**src/rtl/mem_arb_pkg.sv**
```systemverilog
// mem_arb_pkg: state encoding and requester indices shared by the memory port arbiter
package mem_arb_pkg;
   typedef enum logic [1:0] {
      IDLE = 2'd0,
      BUSY = 2'd1,
      DONE = 2'd2
   } state_t;
   localparam logic REQ_FETCH = 1'b0;
   localparam logic REQ_DATA  = 1'b1;
endpackage

```
**src/rtl/mux2_1.sv**
```systemverilog
// mux2_1: two-input multiplexer, sel=0 passes data_in1, sel=1 passes data_in2
module mux2_1 #(
   parameter int DATA_WIDTH = 32
) (
   input  logic [DATA_WIDTH-1:0] data_in1,
   input  logic [DATA_WIDTH-1:0] data_in2,
   input  logic                  sel,
   output logic [DATA_WIDTH-1:0] data_out
);
   assign data_out = sel ? data_in2 : data_in1;
endmodule

```
**src/rtl/mem_port_arbiter.sv**
```systemverilog
// mem_port_arbiter: round-robin sharing of the unified memory port between fetch and load/store
module mem_port_arbiter
   import mem_arb_pkg::*;
#(
   parameter int ADDR_WIDTH = 32,
   parameter int DATA_WIDTH = 32,
   parameter int TIMEOUT    = 16
) (
   input  logic                  clk,
   input  logic                  rst_n,
   input  logic                  req0,
   input  logic                  we0,
   input  logic [ADDR_WIDTH-1:0] addr0,
   input  logic [DATA_WIDTH-1:0] wdata0,
   input  logic                  req1,
   input  logic                  we1,
   input  logic [ADDR_WIDTH-1:0] addr1,
   input  logic [DATA_WIDTH-1:0] wdata1,
   output logic                  ack0,
   output logic                  ack1,
   output logic                  err,
   output logic [DATA_WIDTH-1:0] rdata,
   output logic                  mem_req,
   output logic                  mem_we,
   output logic [ADDR_WIDTH-1:0] mem_addr,
   output logic [DATA_WIDTH-1:0] mem_wdata,
   input  logic [DATA_WIDTH-1:0] mem_rdata,
   input  logic                  mem_ready,
   output logic                  owner,
   output logic                  busy
);
   localparam int CW = (TIMEOUT > 1) ? $clog2(TIMEOUT) : 1;
   localparam logic [CW-1:0] LAST_CNT = CW'(TIMEOUT - 1);

   state_t r_state, w_next;
   logic r_owner, r_last_owner, r_err, w_owner_next, w_timeout, w_we;
   logic [CW-1:0] r_cnt;
   logic [DATA_WIDTH-1:0] r_rdata;

   assign w_timeout = (r_cnt == LAST_CNT);

   // State register; reset abandons any transaction in flight
   always_ff @(posedge clk) begin
      if (!rst_n) r_state <= IDLE;
      else r_state <= w_next;
   end

   // Next state and round-robin grant; a tie goes to whoever was not served last
   always_comb begin
      w_next = r_state;
      w_owner_next = r_owner;
      unique case (r_state)
         IDLE: if (req0 || req1) begin
            w_next = BUSY;
            w_owner_next = (req0 && req1) ? ~r_last_owner : (req1 ? REQ_DATA : REQ_FETCH);
         end
         BUSY: if (mem_ready || w_timeout) w_next = DONE;
         DONE: w_next = IDLE;
         default: w_next = IDLE;
      endcase
   end

   // Owner, wait counter and response capture; mem_ready beats a coinciding timeout
   always_ff @(posedge clk) begin
      if (!rst_n) begin
         r_owner      <= REQ_FETCH;
         r_last_owner <= REQ_DATA;
         r_cnt        <= '0;
         r_rdata      <= '0;
         r_err        <= 1'b0;
      end else begin
         r_owner <= w_owner_next;
         if (r_state == BUSY) begin
            r_cnt <= r_cnt + 1'b1;
            if (mem_ready) begin
               r_rdata <= mem_rdata;
               r_err   <= 1'b0;
            end else if (w_timeout) begin
               r_rdata <= '0;
               r_err   <= 1'b1;
            end
         end
         if (r_state == DONE) begin
            r_last_owner <= r_owner;
            r_cnt        <= '0;
         end
      end
   end

   mux2_1 #(.DATA_WIDTH(ADDR_WIDTH)) u_addr_mux (
      .data_in1(addr0), .data_in2(addr1), .sel(r_owner), .data_out(mem_addr)
   );
   mux2_1 #(.DATA_WIDTH(DATA_WIDTH)) u_wdata_mux (
      .data_in1(wdata0), .data_in2(wdata1), .sel(r_owner), .data_out(mem_wdata)
   );
   mux2_1 #(.DATA_WIDTH(1)) u_we_mux (
      .data_in1(we0), .data_in2(we1), .sel(r_owner), .data_out(w_we)
   );

   assign busy    = (r_state != IDLE);
   assign mem_req = (r_state == BUSY);
   assign mem_we  = mem_req & w_we;
   assign ack0    = (r_state == DONE) && (r_owner == REQ_FETCH);
   assign ack1    = (r_state == DONE) && (r_owner == REQ_DATA);
   assign err     = (r_state == DONE) && r_err;
   assign rdata   = r_rdata;
   assign owner   = r_owner;
endmodule

```
**config.mk**
```make
export PLATFORM = sky130hd
export DESIGN_NAME = mem_port_arbiter
export DESIGN_NICKNAME = d
export VERILOG_FILES = /design/src/rtl/mem_arb_pkg.sv /design/src/rtl/mux2_1.sv /design/src/rtl/mem_port_arbiter.sv
export SDC_FILE = /design/constraint.sdc
export NUM_CORES = 1
export LEC_CHECK = 0
export ABC_AREA = 1
export CAP_MARGIN = 20
export CELL_PAD_IN_SITES_DETAIL_PLACEMENT = 1
export CELL_PAD_IN_SITES_GLOBAL_PLACEMENT = 2
export CORE_UTILIZATION = 14
export DETAILED_ROUTE_END_ITERATION = 6
export PLACE_DENSITY_LB_ADDON = 0.1
export SLEW_MARGIN = 20
export SYNTH_ARGS = -nofsm -noshare
export SYNTH_HDL_FRONTEND = slang
export SYNTH_HIERARCHICAL = 1
export SYNTH_SLANG_ARGS = --single-unit
```
**constraint.sdc**
```tcl
create_clock -name clk -period 1.9 [get_ports clk]
set_input_delay 0.38 -clock clk [delete_from_list [all_inputs] [get_ports clk]]
set_output_delay 0.38 -clock clk [all_outputs]
set_load 0.01 [all_outputs]
```
# ---- Yosys cells after proc, flatten, opt, wreduce, memory -nomap -nowiden
# Cells that the tools add are included.
dict set report totals {
  register_bits 41
  word_cells 41
  inputBits 167
}
dict set report classes {
  n_reduce_logical 13
  n_bitwise 4
  addsub 1
  n_eq_ne 5
  mux 12
}
# op count
set op_table {}
lappend op_table {{2-to-1 mux 32 bit} 4}
lappend op_table {{AND reduction 2 bit} 3}
lappend op_table {{2-to-1 mux 1 bit} 5}
lappend op_table {{adder 4 x 1 -> 4 bit, second input constant} 1}
lappend op_table {{== test 4 bit, second input constant} 1}
lappend op_table {{logical AND 1 bit} 4}
lappend op_table {{2-to-1 mux 2 bit} 2}
lappend op_table {{one-hot mux 2 bit (2 select lines)} 1}
lappend op_table {{nonzero test 2 bit} 2}
lappend op_table {{inverter 1 bit} 3}
lappend op_table {{== test 2 x 1 -> 1 bit, second input constant} 1}
lappend op_table {{== test 2 bit, second input constant} 1}
lappend op_table {{zero test 2 bit} 1}
lappend op_table {{logical OR 1 bit} 2}
lappend op_table {{!= test 2 x 1 -> 1 bit, second input constant} 1}
lappend op_table {{!= test 2 bit, second input constant} 1}
lappend op_table {{OR reduction 2 bit} 1}
lappend op_table {{AND 1 bit} 1}

# ---- Depth between registers and ports, before layout
# Gate-level depths: netlist of the first run.
dict set report logic_depth {
  word_depth 4
  depth_mapped 7
}

# ---- Cells and area by module
# Netlist of the first run, hierarchy kept.
# module instances cells_each area_per_inst_um2
set modules_own_cells {}
lappend modules_own_cells {mem_port_arbiter 1 201 1647.8}
lappend modules_own_cells {{mux2_1 at u_addr_mux ...} 2 104 491.7}
lappend modules_own_cells {{mux2_1 at u_we_mux} 1 4 15.0}

# ---- Least setup slack after synthesis of the first run
# OpenSTA, ideal clock, no wires.
dict set report synth_timing {
  path_type {register to output}
  startpoint {register r_owner (netlist: owner)}
  endpoint {output mem_addr[0]}
  slack_ns 0.563
  arrival_time_ns 0.957
  path_stages_with_launch 5
  n_path_buf 2
  path_cell_list {dfxtp_1 -> buf_6 -> clkbuf_8 -> nand2_1 -> nand2_1}
}
dict set report synth_via {
  elab_chain_cells 1
}
# element line
set synth_rtl {}
lappend synth_rtl {{start: declaration} mem_port_arbiter.sv:36} ;# logic r_owner, r_last_owner, r_err, w_owner_next, w_timeout, w_we;
lappend synth_rtl {{start signal: assignment} mem_port_arbiter.sv:72} ;# r_owner <= w_owner_next;
lappend synth_rtl {{2-to-1 mux 32 bit} mux2_1.sv:10} ;# assign data_out = sel ? data_in2 : data_in1;
lappend synth_rtl {{end: declaration} mem_port_arbiter.sv:25} ;# output logic [ADDR_WIDTH-1:0] mem_addr,
# Every way passes these cells.

# ---- Worst setup path after layout of the first run
dict set report layout_timing {
  startpoint {register r_owner (netlist: owner)}
  endpoint {output mem_wdata[0]}
}
dict set report layout_via {
  elab_chain_cells 1
}
# element line
set layout_rtl {}
lappend layout_rtl {{2-to-1 mux 32 bit} mux2_1.sv:10}
lappend layout_rtl {{end: declaration} mem_port_arbiter.sv:26} ;# output logic [DATA_WIDTH-1:0] mem_wdata,
# Every way passes these cells.

==> results.toml, run 1 <==
[run_status]
status = "completed"

[synth]
post_synth_and_or_nand_nor_area_fraction_pct = 44.8
adder_and_majority_gate_portion_of_the_synthesized_area_pct = 0.473
synth_top_area_cell = "nand2_1"
yosys_register_bits = 41
ys_top_cells_by_area = "nand2_1 36%, dfxtp_1 31%, a21oi_2 7.0%, buf_6 5.1%, nand2_2 4.7%"
number_of_instances_in_the_synthesized_netlist = 413
yosys.area_share.xor_xnor_pct = 0
seq_area_frac_synth_pct = 31.0
post_synth.cell_area_avg_um2 = 6.41
main_combinational_cell_family_by_area_after_synthesis = "simple AND/OR/NAND/NOR gates"
fraction_of_the_mapped_netlist_area_in_compound_gates_pct = 10.4
netlist-cell-type-count = 21
share_of_yosys_cell_area_claimed_by_the_top_area_cell_type_pct = 35.6
mappedNetlistArea_um2 = 2650
yosys_warnings = 6
synth_nets = 581
synth_mux_area_share_pct = 0

[pwr]
peakVddDrop_v = 0.000290
p_leak_nw = 2.43
switch_share_pct = 29.7
comb_power_share_pct = 38.6
p_int_mw = 2.00
power_share_of_the_clock_group_pct = 28.9
p_per_area_nw_per_um2 = 513
power_switching_mw = 0.845
fraction_of_power_consumed_by_sequential_logic_pct = 32.5

[clock_tree]
htreeDepth = 2
clock-root-buffer = "clkbuf_16"
numCtsBuffers = 5
cts_hold_repair.buffers = 0
cts.clk_slew.worst_paths_ns = 0.06
worst_skew_pair.late_latency_ns = 0.28
numClockSinks = 41
tritoncts = "built"
cts_buffer_depth = 2

[timing]
final.period_utilization_pct = 97.0
clock-skew-final_ns = 0.00483
rsz0062_at_grt = "true"
timing.final.ws_setup_ns = 0.0573
max-slew-margin-rel_pct = 74.2
finalSetupViolations = 0
report.final.hold_viol_count = 0
tightest_slew_ns = 0.387
clock.fmax_mhz = 543
timing.final.max_slew_violations = 0
finalHoldWorstSlack_ns = 0.467
min_period_ns = 1.84

[placed_design]
port-buffer-count = 269
routabilityCongestion = 0.762
detailedPlacementHpwl_um = 11400
placement.setup.worst_slack_ns = -0.0910

[drt]
postRouteAntennaNets = 0
route.final.wire_length_um = 14300
firstDrtPassIters = 4
number_of_vias_in_the_routed_layout = 3539
detail_route.drc_violations = 0
detail_route.iter0.violations = 88
vias_per_cell = 3.88
routed_wire_length_per_instance_um = 15.6

[critical_path]
arrival_ns = 1.46
timing.critical_path.fanout_max = 18
worst_setup_path_start_kind = "register"
critical_path_class = "register to primary output"
endpoint_kind = "primary output"
timing.critical_path.required_ns = 1.52

[floorplanning]
core_um2 = 18300
std_cell_rows = 49
initial_utilization_pct = 14.5
floorplan.die.width_um = 139
die_height_um = 139
floorplan.io_pins = 270
design.die.area_um2 = 19500

[global_routing]
grt_antenna_before_repair = 0
grt_max_degree = 34
grt_util_all_layers_pct = 14.4
grt_first_pass_wirelength_um = 21900
globalRouteOverflowTotal = 0
via_count_of_the_first_global_routing_pass = 3669

[run]
cap_viol_max_count = 0

[cells_and_area]
fill_cells = 2280
antenna_cells_inserted = 0
finalNetCount = 850
layout_overhead_on_the_synthesized_area_pct = 109
drive_gt1_share_pct = 14.9

[worst_hold_path]
hold_class = "register to register"
[layout make-up]
cell class / count / area, µm² / share of cell area, %
repair buffers: 284 / 2710 / 49.0
multi-input cells: 332 / 1470 / 26.6
flip-flops and latches: 41 / 822 / 14.8
well taps: 229 / 287 / 5.17
clock buffers: 6 / 129 / 2.33
inverters: 17 / 95.1 / 1.72
clock inverters: 2 / 10.0 / 0.181
repair inverters: 1 / 8.76 / 0.158
[worst max-delay path, stage by stage, from the launching register on]
cell and delay [ns]:
dfxtp_2 0.35, buf_12 0.15, buf_4 0.13, buf_12 0.14, nand2_1 0.06, nand2_1 0.06
dlygate4sd2_1 0.30
[logic make-up after synthesis]
family	count (synthesis)
fa+ha+maj	1
simple gates	292
compound gates	39
flops	41
buf+inv	40
[cell usage after synthesis]
master	number
nand2_1	251
dfxtp_1	41
a21oi_2	21
nand2_2	20
a21oi_1	16
buf_6	12
inv_1	11
nor2_1	11
clkbuf_8	6
nand3_1	6
inv_2	3
buf_12	2
buf_2	2
inv_8	2
nand2_4	2
o21ai_0	2
clkbuf_1	1
ha_1	1
inv_4	1
nor2_8	1
nor3_1	1
[sequential cells by signal, indices dropped and copies added (netlist names)]
signal / flops
owner: 1
r_cnt: 4
r_err: 1
r_last_owner: 1
r_state: 2
rdata: 32
[what timing repair did]
item,CTS,global route
pin swaps,0,0
buffers inserted,3,4
gates resized for setup,72,76
endpoints found under the setup margin,70,4
gates cloned,0,1
hold endpoints to repair,0,0
[per-layer routing]
layer | global-route usage [%] | up-vias | routed length [µm]
met1 | 17.6 | 1583 | 6140
met4 | 2.46 | 0 | 91
met5 | 0 | - | 0
met2 | 25.4 | 160 | 6830
met3 | 3.85 | 6 | 1200
li1 | - | 1790 | -
[power groups by stage]
stage	Sequential, mW	Combinational, mW	Clock, mW
finish	0.925	1.10	0.821
global route	0.930	1.20	0.906
CTS	0.925	1.11	0.866
detailed placement	0.942	1.19	0
global placement	0.942	1.18	0
floorplan	0.957	0.429	0
[metrics by stage]
| step | total power [mW] | instances | cell area, µm² | utilization (%) | TNS, ns |
|---|---|---|---|---|---|
| after global placement | 2.12 | 896 | 5470 | 29.9 | -0.220 |
| after CTS | 2.90 | 907 | 5560 | 30.4 | -0.0980 |
| after floorplan | 1.39 | 413 | 2650 | - | 0 |
| after detailed placement | 2.13 | 896 | 5470 | 29.9 | -0.249 |
| after global routing | 3.03 | 912 | 5540 | 30.3 | -0.00675 |
| final | 2.84 | 912 | 5540 | 30.3 | 0 |
[final timing paths]
check	start	to	slack, ns	cells past startpoint
worst max-delay path	owner$_SDFFE_PN0P_	mem_wdata[0]	0.06	6
worst min-delay path	rdata[15]$_SDFFE_PN0P_	rdata[15]$_SDFFE_PN0P_	0.47	2
worst max register to register	r_cnt[0]$_SDFFE_PP0P_	rdata[14]$_SDFFE_PN0P_	0.46	6
worst min register to register	rdata[15]$_SDFFE_PN0P_	rdata[15]$_SDFFE_PN0P_	0.47	2
[layout by cell type (no fill, tap or decap)]
cell type,instances
clkbuf_1,1
clkinv_2,2
inv_6,1
dfxtp_1,40
nand3_1,6
a21oi_2,21
buf_16,1
inv_1,11
inv_4,1
dlymetal6s2s_1,1
clkdlybuf4s15_1,16
buf_4,8
clkbuf_16,5
clkdlybuf4s50_1,199
dlygate4sd2_1,25
o21ai_0,2
inv_2,3
ha_1,1
nor3_1,1
buf_12,4
a21oi_1,16
clkbuf_2,28
buf_6,2
inv_16,1
nor2_1,11
nand2_2,20
dfxtp_2,1
nand2_1,251
nor2_8,1
clkinv_8,1
nand2_4,2
Power figures use the tool's default switching activity.
==> run 2: changes to the inputs <==
--- a/config.mk
+++ b/config.mk
@@ -9,11 +9,13 @@
 export CAP_MARGIN = 20
 export CELL_PAD_IN_SITES_DETAIL_PLACEMENT = 1
 export CELL_PAD_IN_SITES_GLOBAL_PLACEMENT = 2
-export CORE_UTILIZATION = 14
+export CORE_UTILIZATION = 13
 export DETAILED_ROUTE_END_ITERATION = 6
 export PLACE_DENSITY_LB_ADDON = 0.1
+export SETUP_SLACK_MARGIN = 0.4
 export SLEW_MARGIN = 20
 export SYNTH_ARGS = -nofsm -noshare
 export SYNTH_HDL_FRONTEND = slang
 export SYNTH_HIERARCHICAL = 1
 export SYNTH_SLANG_ARGS = --single-unit
+export TNS_END_PERCENT = 20
==> constraint.sdc (replaced) <==
create_clock -name clk -period 1.84 [get_ports clk]
set_input_delay 0.368 -clock clk [delete_from_list [all_inputs] [get_ports clk]]
set_output_delay 0.368 -clock clk [all_outputs]
set_load 0.01 [all_outputs]
==> run 2 against run 1 <==
  * Non-clock buffer count is 9 higher
  * Sequential cell count unchanged
  * Largest cell class unchanged
  * Via count grew 3.4%
  * Hold slack worse by 0.0035 ns
  * Global-route usage shrank 0.28 points
==> results.toml, run 2 (synthesis results as in run 1) <==
[timing]
clock-skew-final_ns = 0.00395
max-slew-margin-rel_pct = 81.6
finalSetupViolations = 0
final.period_utilization_pct = 91.9
setup_tns_ns = 0
min_period_ns = 1.69
rsz0062_at_grt = "true"
timing.final.max_slew_violations = 0
report.final.hold_viol_count = 0
clock.fmax_mhz = 592
tightest_slew_ns = 0.274

[pwr]
p_leak_nw = 2.61
p_total_mw = 3.25
peakVddDrop_v = 0.000298
p_per_area_nw_per_um2 = 532

[clock_tree]
worst_skew_pair.late_latency_ns = 0.28
cts_buffer_depth = 2
numCtsBuffers = 5
clock-root-buffer = "clkbuf_16"
htreeDepth = 2
tritoncts = "built"
cts.clk_slew.worst_paths_ns = 0.06
numClockSinks = 41

[drt]
firstDrtPassIters = 3
detail_route.iter0.violations = 31
number_of_vias_in_the_routed_layout = 3660
vias_per_cell = 3.80
routed_wire_length_per_instance_um = 16.2
route.final.wire_length_um = 15600
detail_route.drc_violations = 0
postRouteAntennaNets = 0

[cells_and_area]
finalNetCount = 864
layout_overhead_on_the_synthesized_area_pct = 131
drive_gt1_share_pct = 30.0
antenna_cells_inserted = 0
max_ffs_per_register = 32
most-common-layout-cells = "204 x nand2_1, 198 x clkdlybuf4s50_1, 52 x nand2_2"
mostFrequentLayoutCell = "nand2_1"
fill_cells = 2346

[floorplanning]
die_height_um = 145
std_cell_rows = 51
design.die.area_um2 = 20900
core_um2 = 19700
initial_utilization_pct = 13.4
floorplan.die.width_um = 145
floorplan.io_pins = 270

[critical_path]
endpoint_kind = "primary output"
worst_setup_path_start_kind = "register"
critPathMostFrequentCell = "nand2_1"
arrival_ns = 1.32
critical-path-slowest-cell = "dfxtp_4"
critical-path-max-stage-delay_ns = 0.38
ff2ff_setup_slack_ns = 0.48
timing.critical_path.fanout_max = 8
worstPathCellList = "buf_12, buf_16, inv_16, nand2_1, nand2_1, buf_2"
worstRegToRegCells = 7
worst_r2r_endpoint = "rdata[11]$_SDFFE_PN0P_"
critical_path_class = "register to primary output"
timing.critical_path.required_ns = 1.47
crit-reg2reg-launch = "r_cnt[0]$_SDFFE_PP0P_"

[worst_hold_path]
hold_class = "register to register"
worst_hold_path.num_cells = 2
worstHoldEndpoint = "rdata[2]$_SDFFE_PN0P_"
min_from = "rdata[2]$_SDFFE_PN0P_"

[placed_design]
detailedPlacementHpwl_um = 11700
routabilityCongestion = 0.776
port-buffer-count = 269

[global_routing]
grt_max_degree = 26
grt_util_all_layers_pct = 14.1
grt_first_pass_wirelength_um = 22200
grt_antenna_before_repair = 1
via_count_of_the_first_global_routing_pass = 3708
globalRouteOverflowTotal = 0

[run_status]
status = "completed"

[run]
cap_viol_max_count = 0
==> run 2: cell types whose count changed in the layout (fill, tap and decap cells not counted), sizes merged, moves of 2 or more <==
cell | previous run | this run
clkinv | 3 | 1
clkdlybuf4s15 | 16 | 1
clkbuf | 34 | 8
inv | 17 | 23
buf | 15 | 90
dlygate4sd2 | 25 | 2
==> run 2: critical path: cells and delay by family, from the launching register on <==
family	cells	cell delay, ns
simple gates	2	0.12
buf+inv	4	0.53
flops	1	0.38
==> run 2: what timing repair did <==
| action | CTS | global route |
|---|---|---|
| endpoints found under the hold margin | 0 | 0 |
| buffers inserted | 11 | 0 |
| hold buffers | 0 | 0 |
| resized for setup | 345 | 62 |
| setup endpoints to repair | 103 | 127 |
| gates cloned | 8 | 0 |
| pin swaps | 12 | 9 |
==> run 2: stage by stage <==
stage / util, % / hold WS, ns / std cells / cell area (µm²) / setup slack, ns
finish: 30.9 / 0.463 / 962 / 6100 / 0.149
global placement: 28.3 / 0.447 / 935 / 5570 / -0.149
floorplan: - / 0.429 / 413 / 2650 / 0.515
detailed placement: 28.3 / 0.457 / 935 / 5570 / -0.126
CTS: 29.8 / 0.464 / 962 / 5870 / 0.135
global route: 30.9 / 0.489 / 962 / 6100 / 0.0940
==> run 2: where the power goes <==
group	internal (mW)	switching [mW]	total, mW	leakage (nW)
clock	0.575	0.368	0.944	0.0799
sequential	0.930	0.0272	0.957	0.335
combinational	0.761	0.588	1.35	2.20
==> run 2: layout make-up <==
type | instances | area [µm²] | share of cell area [%]
Clock buffer | 7 | 153 | 2.50
Timing Repair Buffer | 293 | 2920 | 47.8
Sequential cell | 41 | 827 | 13.6
Multi-Input combinational cell | 332 | 1670 | 27.4
Inverter | 17 | 98.8 | 1.62
Tap cell | 265 | 332 | 5.43
Timing Repair inverter | 6 | 96.3 | 1.58
Clock inverter | 1 | 5.00 | 0.0820
==> run 2: worst max path at each step <==
stage | from | cells after the start | to | slack [ns]
final | owner$_SDFFE_PN0P_ | 6 | mem_addr[27] | 0.15
after floorplan | owner$_SDFFE_PN0P_ | 4 | mem_addr[0] | 0.52
after detailed placement | we1 | 6 | mem_we | -0.13
after global routing | owner$_SDFFE_PN0P_ | 6 | mem_wdata[26] | 0.09
after CTS | owner$_SDFFE_PN0P_ | 6 | mem_wdata[25] | 0.14
after global placement | we1 | 6 | mem_we | -0.15
==> run 2: per-layer routing <==
layer	global-route usage, %	vias up	share of wire [%]
met5	0	-	0.077
met4	2.33	2	0.63
met3	4.87	8	10
met2	24.2	158	47
met1	17.1	1667	42
li1	-	1825	-
